<file path="src/rtl/match_controller.sv">
// Match-level sequencer for Pong: tracks goals per player and steps through serve, play and win
// phases, driving play_en, ball_reset, serve_dir and the winner colour code to the display path.
module match_controller #(
  parameter int          WIN_SCORE          = 7,
  parameter int          SCORE_W            = 4,
  parameter int          SERVE_DELAY_FRAMES = 60,
  parameter int          WIN_HOLD_FRAMES    = 300,
  parameter int          CNT_W              = 9,
  parameter logic [2:0]  PLAYER_1_COLOR     = 3'd1,
  parameter logic [2:0]  PLAYER_2_COLOR     = 3'd2
) (
  input  logic               clk,
  input  logic               rst_n,
  input  logic               frame_tick,
  input  logic               start_btn,
  input  logic               goal_p1,
  input  logic               goal_p2,
  output logic [SCORE_W-1:0] score_p1,
  output logic [SCORE_W-1:0] score_p2,
  output logic [2:0]         winner,
  output logic               play_en,
  output logic               ball_reset,
  output logic               serve_dir
);

  typedef enum logic [1:0] {IDLE, SERVE, PLAY, WIN} state_t;

  localparam logic [CNT_W-1:0]   SERVE_LAST = CNT_W'(SERVE_DELAY_FRAMES - 1);
  localparam logic [CNT_W-1:0]   WIN_HOLD   = CNT_W'(WIN_HOLD_FRAMES);
  localparam logic [SCORE_W-1:0] WIN_VAL    = SCORE_W'(WIN_SCORE);

  // Frame counter step that parks at the limit instead of wrapping.
  function automatic logic [CNT_W-1:0] sat_inc(input logic [CNT_W-1:0] v,
                                               input logic [CNT_W-1:0] lim);
    return (v >= lim) ? lim : v + CNT_W'(1);
  endfunction

  state_t             state_q, state_d;
  logic [CNT_W-1:0]   cnt_q, cnt_d;
  logic [SCORE_W-1:0] s1_q, s1_d, s2_q, s2_d;
  logic [SCORE_W-1:0] s1_inc, s2_inc;
  logic [2:0]         winner_q, winner_d;
  logic               play_en_q, play_en_d;
  logic               ball_reset_q, ball_reset_d;
  logic               dir_q, dir_d;

  assign s1_inc = s1_q + SCORE_W'(1);
  assign s2_inc = s2_q + SCORE_W'(1);

  always_comb begin
    state_d      = state_q;
    cnt_d        = cnt_q;
    s1_d         = s1_q;
    s2_d         = s2_q;
    winner_d     = winner_q;
    dir_d        = dir_q;
    ball_reset_d = 1'b0;
    case (state_q)
      IDLE: begin
        if (start_btn) begin
          state_d      = SERVE;
          cnt_d        = '0;
          ball_reset_d = 1'b1;
        end
      end
      SERVE: begin
        if (frame_tick) begin
          if (cnt_q == SERVE_LAST) begin
            state_d = PLAY;
            cnt_d   = '0;
          end else begin
            cnt_d = cnt_q + CNT_W'(1);
          end
        end
      end
      PLAY: begin
        // A simultaneous goal pair is treated as a replay: no score, same serve side.
        if (goal_p1 && goal_p2) begin
          state_d      = SERVE;
          cnt_d        = '0;
          ball_reset_d = 1'b1;
        end else if (goal_p1) begin
          s1_d  = s1_inc;
          dir_d = 1'b1;
          cnt_d = '0;
          if (s1_inc == WIN_VAL) begin
            state_d  = WIN;
            winner_d = PLAYER_1_COLOR;
          end else begin
            state_d      = SERVE;
            ball_reset_d = 1'b1;
          end
        end else if (goal_p2) begin
          s2_d  = s2_inc;
          dir_d = 1'b0;
          cnt_d = '0;
          if (s2_inc == WIN_VAL) begin
            state_d  = WIN;
            winner_d = PLAYER_2_COLOR;
          end else begin
            state_d      = SERVE;
            ball_reset_d = 1'b1;
          end
        end
      end
      WIN: begin
        if (start_btn && (cnt_q == WIN_HOLD)) begin
          state_d      = SERVE;
          cnt_d        = '0;
          s1_d         = '0;
          s2_d         = '0;
          winner_d     = 3'd0;
          dir_d        = 1'b0;
          ball_reset_d = 1'b1;
        end else if (frame_tick) begin
          cnt_d = sat_inc(cnt_q, WIN_HOLD);
        end
      end
      default: begin
        state_d = IDLE;
        cnt_d   = '0;
        s1_d    = '0;
        s2_d    = '0;
      end
    endcase
    play_en_d = (state_d == PLAY);
  end

  always_ff @(posedge clk or negedge rst_n) begin
    if (!rst_n) begin
      state_q      <= IDLE;
      cnt_q        <= '0;
      s1_q         <= '0;
      s2_q         <= '0;
      winner_q     <= 3'd0;
      play_en_q    <= 1'b0;
      ball_reset_q <= 1'b0;
      dir_q        <= 1'b0;
    end else begin
      state_q      <= state_d;
      cnt_q        <= cnt_d;
      s1_q         <= s1_d;
      s2_q         <= s2_d;
      winner_q     <= winner_d;
      play_en_q    <= play_en_d;
      ball_reset_q <= ball_reset_d;
      dir_q        <= dir_d;
    end
  end

  assign score_p1   = s1_q;
  assign score_p2   = s2_q;
  assign winner     = winner_q;
  assign play_en    = play_en_q;
  assign ball_reset = ball_reset_q;
  assign serve_dir  = dir_q;

endmodule

</file>
<file path="config.mk">
export PLATFORM = sky130hd
export DESIGN_NAME = match_controller
export DESIGN_NICKNAME = d
export VERILOG_FILES = /design/src/rtl/match_controller.sv
export SDC_FILE = /design/constraint.sdc
export NUM_CORES = 1
export LEC_CHECK = 0
export CAP_MARGIN = 20
export CORE_ASPECT_RATIO = 0.6
export CORE_MARGIN = 5
export CORE_UTILIZATION = 40
export DETAILED_ROUTE_END_ITERATION = 12
export PLACE_DENSITY = 0.69
export SLEW_MARGIN = 20
export SYNTH_ARGS = -nofsm -noshare
export SYNTH_HDL_FRONTEND = slang
export SYNTH_SLANG_ARGS = --single-unit
</file>
<file path="constraint.sdc">
create_clock -name clk -period 4.2 [get_ports clk]
set_input_delay 1.05 -clock clk [delete_from_list [all_inputs] [get_ports clk]]
set_output_delay 1.05 -clock clk [all_outputs]
set_load 0.05 [all_outputs]
</file>
### Yosys cells after proc, flatten, opt, wreduce, memory -nomap -nowiden

Cells that the tools add are included.

| storage, ports and cells | value |
|---|---|
| register bits | 25 |
| input bits | 6 |
| output and inout bits | 14 |
| word-level logic and storage cells | 89 |

| operators by class | value |
|---|---|
| add/sub/neg operators | 3 |
| magnitude comparators | 1 |
| equal/unequal tests | 20 |
| muxes and demuxes | 48 |
| reduce and logical (&&, ||, !) cells | 9 |

Operator list:

| operator | number |
|---|---|
| two-way mux 9 bit | 9 |
| case mux 9 bit (4 select lines) | 1 |
| two-way mux 4 bit | 6 |
| two-way mux 2 bit | 9 |
| two-way mux 3 bit | 6 |
| case mux 4 bit (2 select lines) | 2 |
| inequality test 2 bit (second input constant) | 7 |
| inequality test 3 bit (second input constant) | 4 |
| AND reduction 4 bit | 3 |
| two-way mux 1 bit | 11 |
| adder 9 x 1 -> 9 bit (second input constant) | 1 |
| equality test 9 x 6 -> 1 bit (second input constant) | 1 |
| equality test 9 bit (second input constant) | 1 |
| >= comparator 9 bit (second input constant) | 1 |
| adder 4 x 1 -> 4 bit (second input constant) | 2 |
| equality test 4 x 3 -> 1 bit (second input constant) | 2 |
| case mux 2 bit (4 select lines) | 1 |
| equality test 2 bit (second input constant) | 3 |
| case mux 3 bit (2 select lines) | 1 |
| AND reduction 6 bit | 1 |
| AND reduction 5 bit | 1 |
| inequality test 4 bit (second input constant) | 1 |
| case mux 1 bit (3 select lines) | 1 |
| equality test 2 x 1 -> 1 bit (second input constant) | 1 |
| other kinds (4) | 5 |

### Logic depth before layout (Yosys ltp)

| depth | value |
|---|---|
| depth in word-level cells | 8 |
| mapped depth | 8 |
| mapped depth without buffers | 7 |

### Worst setup path after synthesis

OpenSTA, ideal clock, no wires.

| timing | value |
|---|---|
| kind | in2reg |
| from | in start_btn |
| to | reg cnt_q[3] |
| library setup time | 0.066 ns |
| arrival time | 2.256 ns |
| slack | 1.878 ns |
| stages on the path | 6 |
| buffers on the path | 1 |
| cells stage by stage | and4b_4 -> and3_4 -> or3_1 -> buf_2 -> o31ai_1 -> a32o_2 |

| on the way | value |
|---|---|
| cells in the longest elaborated chain, start to end | 3 |
| elaborated cells on any way between the ends | 6 |
| classes of those cells | 2 x eq/ne; 2 x mux; 2 x reduce/logical |

Ends and longest elaborated chain:

| item | RTL line | source |
|---|---|---|
| start, declared | 15 | `input logic start_btn,` |
| logical AND 1 bit | 107 | `if (start_btn && (cnt_q == WIN_HOLD)) begin` |
| inequality test 3 bit (no line) / two-way mux 9 bit (equally long branches) | n/a |  |
| AND reduction 4 bit (no line) / case mux 9 bit (4 select lines) (equally long branches) | n/a |  |
| end signal, assigned | 141 | `cnt_q <= cnt_d;` |
| end, declared | 39 | `logic [CNT_W-1:0] cnt_q, cnt_d;` |

Several ways; a longest one is shown, not always the timed one.
A chain may end at the register's enable or synchronous reset.

### Worst setup path after layout

| timing | value |
|---|---|
| from | in start_btn |
| to | reg cnt_q[8] |

Same word-level chain as after synthesis.

==> PnR_summary.wiki <==
{| class="wikitable"
! Metric !! Value
|-
| Total number of clock tree sinks || 24
|-
| Final standard cell count with taps included and fillers excluded || approximately 240
|-
| Launching point of the worst reg2reg path || cnt_q[0]$_DFFE_PN0P_
|-
| Portion of the post-synthesis area used by sequential elements || 38.13%
|-
| Worst Hold Launch || winner[1]$_DFFE_PN0P_
|-
| Clock tree root buffer cell || clkbuf_8
|-
| Yosys warning total || 0
|-
| Chip Height || around 59 µm
|-
| Die extent in x || between 90 and 100 µm
|-
| Final count of negative-setup-slack endpoints || 0
|-
| Placed instance count || between 200 and 250
|-
| Pin count of the biggest net entering global routing || 25
|-
| Post-synthesis to final-layout area growth || 17.39%
|-
| Post-Syn Instances || ~180
|-
| Violation count after the first detailed-route iteration || between 100 and 150
|-
| Ratio of routed vias to standard cells || approximately 5.9
|-
| Final Hold Viols || 0
|-
| Post-Route WL || between 3 and 4 mm
|-
| Global-route wire length before repair || ~6.6 mm
|-
| Starting Density || between 40 and 50%
|-
| Post-CTS Repair Setup Buffers || 0
|-
| Area of the mapped netlist || 1575 µm²
|-
| Top cell type's share of synthesized area || 38.13%
|-
| R2r setup slk || slightly above 2000 ps
|-
| Count of standard-cell rows || 17
|-
| Total iterations of the first detailed-routing run || 4
|-
| Post_cts resized || 0
|-
| Nature of the critical path startpoint || input pin
|-
| Routability-driven placement congestion ratio || ~0.82
|-
| Count of flip-flops with a built-in enable after synthesis || 0
|-
| Count of input and output buffers || 18
|-
| Run status || finished, final reports clean
|-
| Floorplan die area || 5334 µm²
|-
| Total via count after detailed routing || 1413
|-
| Ratio of cells with drive above 1 in the final layout || between 7 and 8%
|-
| Net count reported at finish || just over 200
|-
| Detail Placement HPWL || 2.871 mm
|-
| Total Negative Setup Slacks || 0 ps
|-
| End of the worst register-to-register path || cnt_q[8]$_DFFE_PN0P_
|-
| Max-cap viol count || 0
|-
| Relative slew margins || around 59%
|-
| Cell area power density || 362.0 nW/µm²
|-
| Leading post-synthesis cells by cell area || dfrtp_1, o21ai_0, ha_1, nand2_1, a22o_1
|-
| Hold-fix buffer count after cts || 0
|-
| Antenna Nets Post-Route || 0
|-
| Synth cell count leaders || dfrtp_1, nand2_1, o21ai_0
|-
| Vias in the first global route || between 1000 and 1500
|-
| Clock transition at the register clock pins on the worst setup and hold paths after CTS || about 80 ps
|-
| Endpoint with the worst hold slack || winner[1]$_DFFE_PN0P_
|-
| Initial antenna violation count || 0
|-
| Ys flop type || dfrtp_1
|-
| Type of element capturing the critical path || flip-flop
|-
| Cell depth of the worst flop-to-flop path || 7
|-
| Post-route setup slack || roughly 1500 ps
|-
| Number of nets produced by synthesis || around 190
|-
| Setup slack after placement || 1274 ps
|-
| Global-route usage over all layers || ~15%
|-
| Worst min-delay path class || flip-flop to flip-flop
|-
| Syn Area/Cell || about 9 µm²
|-
| Total congestion overflow after global routing || 0
|-
| Worst Clk Skew || ~9 ps
|-
| Arr. time, crit path || a little under 3000 ps
|-
| Inserted Diodes || 0
|-
| CTS tree || done
|-
| Max VDD drop || 0.1494 mV
|-
| DRC violation count after routing || 0
|-
| Static power due to leakage || 0.8018 nW
|-
| Largest buffer count on any clock path || 2
|-
| I/O pin cnt || 20
|-
| Count leader, synth || dfrtp_1
|-
| Clock insertion delay at the later pin of the skew report || 270 ps
|-
| Setup repair after global routing missed its margin || no
|-
| Routed length per placed instance || around 16 µm
|-
| Post-route minimum period || 2682 ps
|-
| Proportion of register bits with asynchronous set or reset after synthesis || between 90% and 100%
|-
| Worst setup path class || input pin to flip-flop
|-
| Cell depth of the worst min-delay path || 1
|-
| Max frequency || 0.3729 GHz
|-
| Required time worst endpoint || ~4400 ps
|-
| Flops & latches, synth || 24
|-
| Final core utilization || between 40% and 50%
|-
| Cell type contributing the most total cell area after synthesis || dfrtp_1
|-
| Unique cell type count in the Yosys netlist || between 40 and 50
|-
| Number of buffers inserted during clock tree synthesis || 3
|-
| CTS H-tree depth || 1
|-
| Critical path peak fanout || 7
|-
| Ratio of final minimum period to clock period || 63.86%
|-
| Slew at the pin closest to its max-slew limit || between 600 and 700 ps
|-
| Standard cell core area || 3722 µm²
|-
| Total count of max-transition violations in the final report || 0
|}
layout by cell type, fill, tap and decap left out, drive strengths merged, types with 3 or more instances in the layout:
| cell type | netlist | final |
|---|---|---|
| a21o | 3 | 3 |
| a21oi | 4 | 4 |
| a22o | 5 | 5 |
| a31oi | 5 | 5 |
| a32o | 5 | 5 |
| and3 | 5 | 5 |
| clkbuf | 3 | 3 |
| clkdlybuf4s50 | 0 | 17 |
| dfrtp | 24 | 24 |
| ha | 6 | 6 |
| inv | 11 | 11 |
| nand2 | 19 | 19 |
| nand2b | 5 | 5 |
| nand3 | 8 | 8 |
| nand3b | 3 | 3 |
| nand4 | 3 | 3 |
| nor2 | 6 | 6 |
| nor2b | 5 | 5 |
| o21ai | 19 | 19 |
| o31ai | 4 | 4 |
worst max-delay path: stages:
cell	delay, ps
clkdlybuf4s50_1	460
and4b_4	220
and3_4	180
or3_1	460
o31ai_1	300
a32o_2	210
state kept, by name (all words and copies together) (netlist names):
register    cells
ball_reset      1
cnt_q           9
play_en         1
score_p1        4
score_p2        4
serve_dir       1
state_q         2
winner          2
cells by family (layout without fill, tap and decap cells):
| group | Yosys count | in the layout | share of synthesized area [%] |
|---|---|---|---|
| AOI/OAI and AO/OA | 55 | 55 | 24.23 |
| muxes | 2 | 2 | 1.430 |
| xor gates and xnor gates | 2 | 2 | 1.112 |
| buffers and inverters | 17 | 33 | 4.606 |
| DFF | 24 | 24 | 38.13 |
| adders and majority gates | 6 | 6 | 4.766 |
| and+or+nand+nor | 69 | 69 | 25.50 |
| other | 1 | 1 | 0.2381 |
how the worst max path moves through the flow:
stage                                  from              endpoint  slack (ps)  depth (start not counted)
floorplan                         start_btn  cnt_q[3]$_DFFE_PN0P_        1880                          6
global placement                    goal_p2  cnt_q[0]$_DFFE_PN0P_        1360                          6
detailed placement                start_btn  cnt_q[8]$_DFFE_PN0P_        1270                          6
CTS                 score_p2[0]$_DFFE_PN0P_           score_p2[0]        1540                          1
global route        score_p2[0]$_DFFE_PN0P_           score_p2[0]        1490                          1
finish                            start_btn  cnt_q[8]$_DFFE_PN0P_        1520                          6
power by group:
| part | switching (mW) | leakage [nW] | total [mW] | internal (mW) |
|---|---|---|---|---|
| clock network | 0.0757 | 0.0357 | 0.203 | 0.127 |
| registers | 0.0591 | 0.315 | 0.320 | 0.261 |
| logic | 0.0737 | 0.451 | 0.146 | 0.0725 |
metal layers:
layer / share of wire (%) / up-vias / GRT usage (%) / wire length (µm)
met5: 0 / - / 0 / 0
met4: 0.21 / 0 / 1.883 / 8
met3: 5.5 / 2 / 3.448 / 207
met2: 43 / 41 / 24.02 / 1623
met1: 52 / 691 / 21.18 / 1959
li1: - / 679 / - / -
final cells by class:
type                       instances  area (µm²)
tap                               47       58.81
clock buffer                       3       41.29
inverter                          11       41.29
multi-input combinational        135       902.1
fill                             341        1873
clock inverter                     1       30.03
timing repair buffer              18       175.2
sequential                        24       600.6
metrics by stage:
step	power, mW	hold slack, ps	instance area (µm²)
floorplan	0.4205	541.2	1575
global placement	0.4622	475.1	1783
detailed placement	0.4684	483.5	1783
CTS	0.6745	502.9	1854
global route	0.7067	522.2	1849
finish	0.6694	501.4	1849
Note: power is estimated with default switching activity, not from simulation.
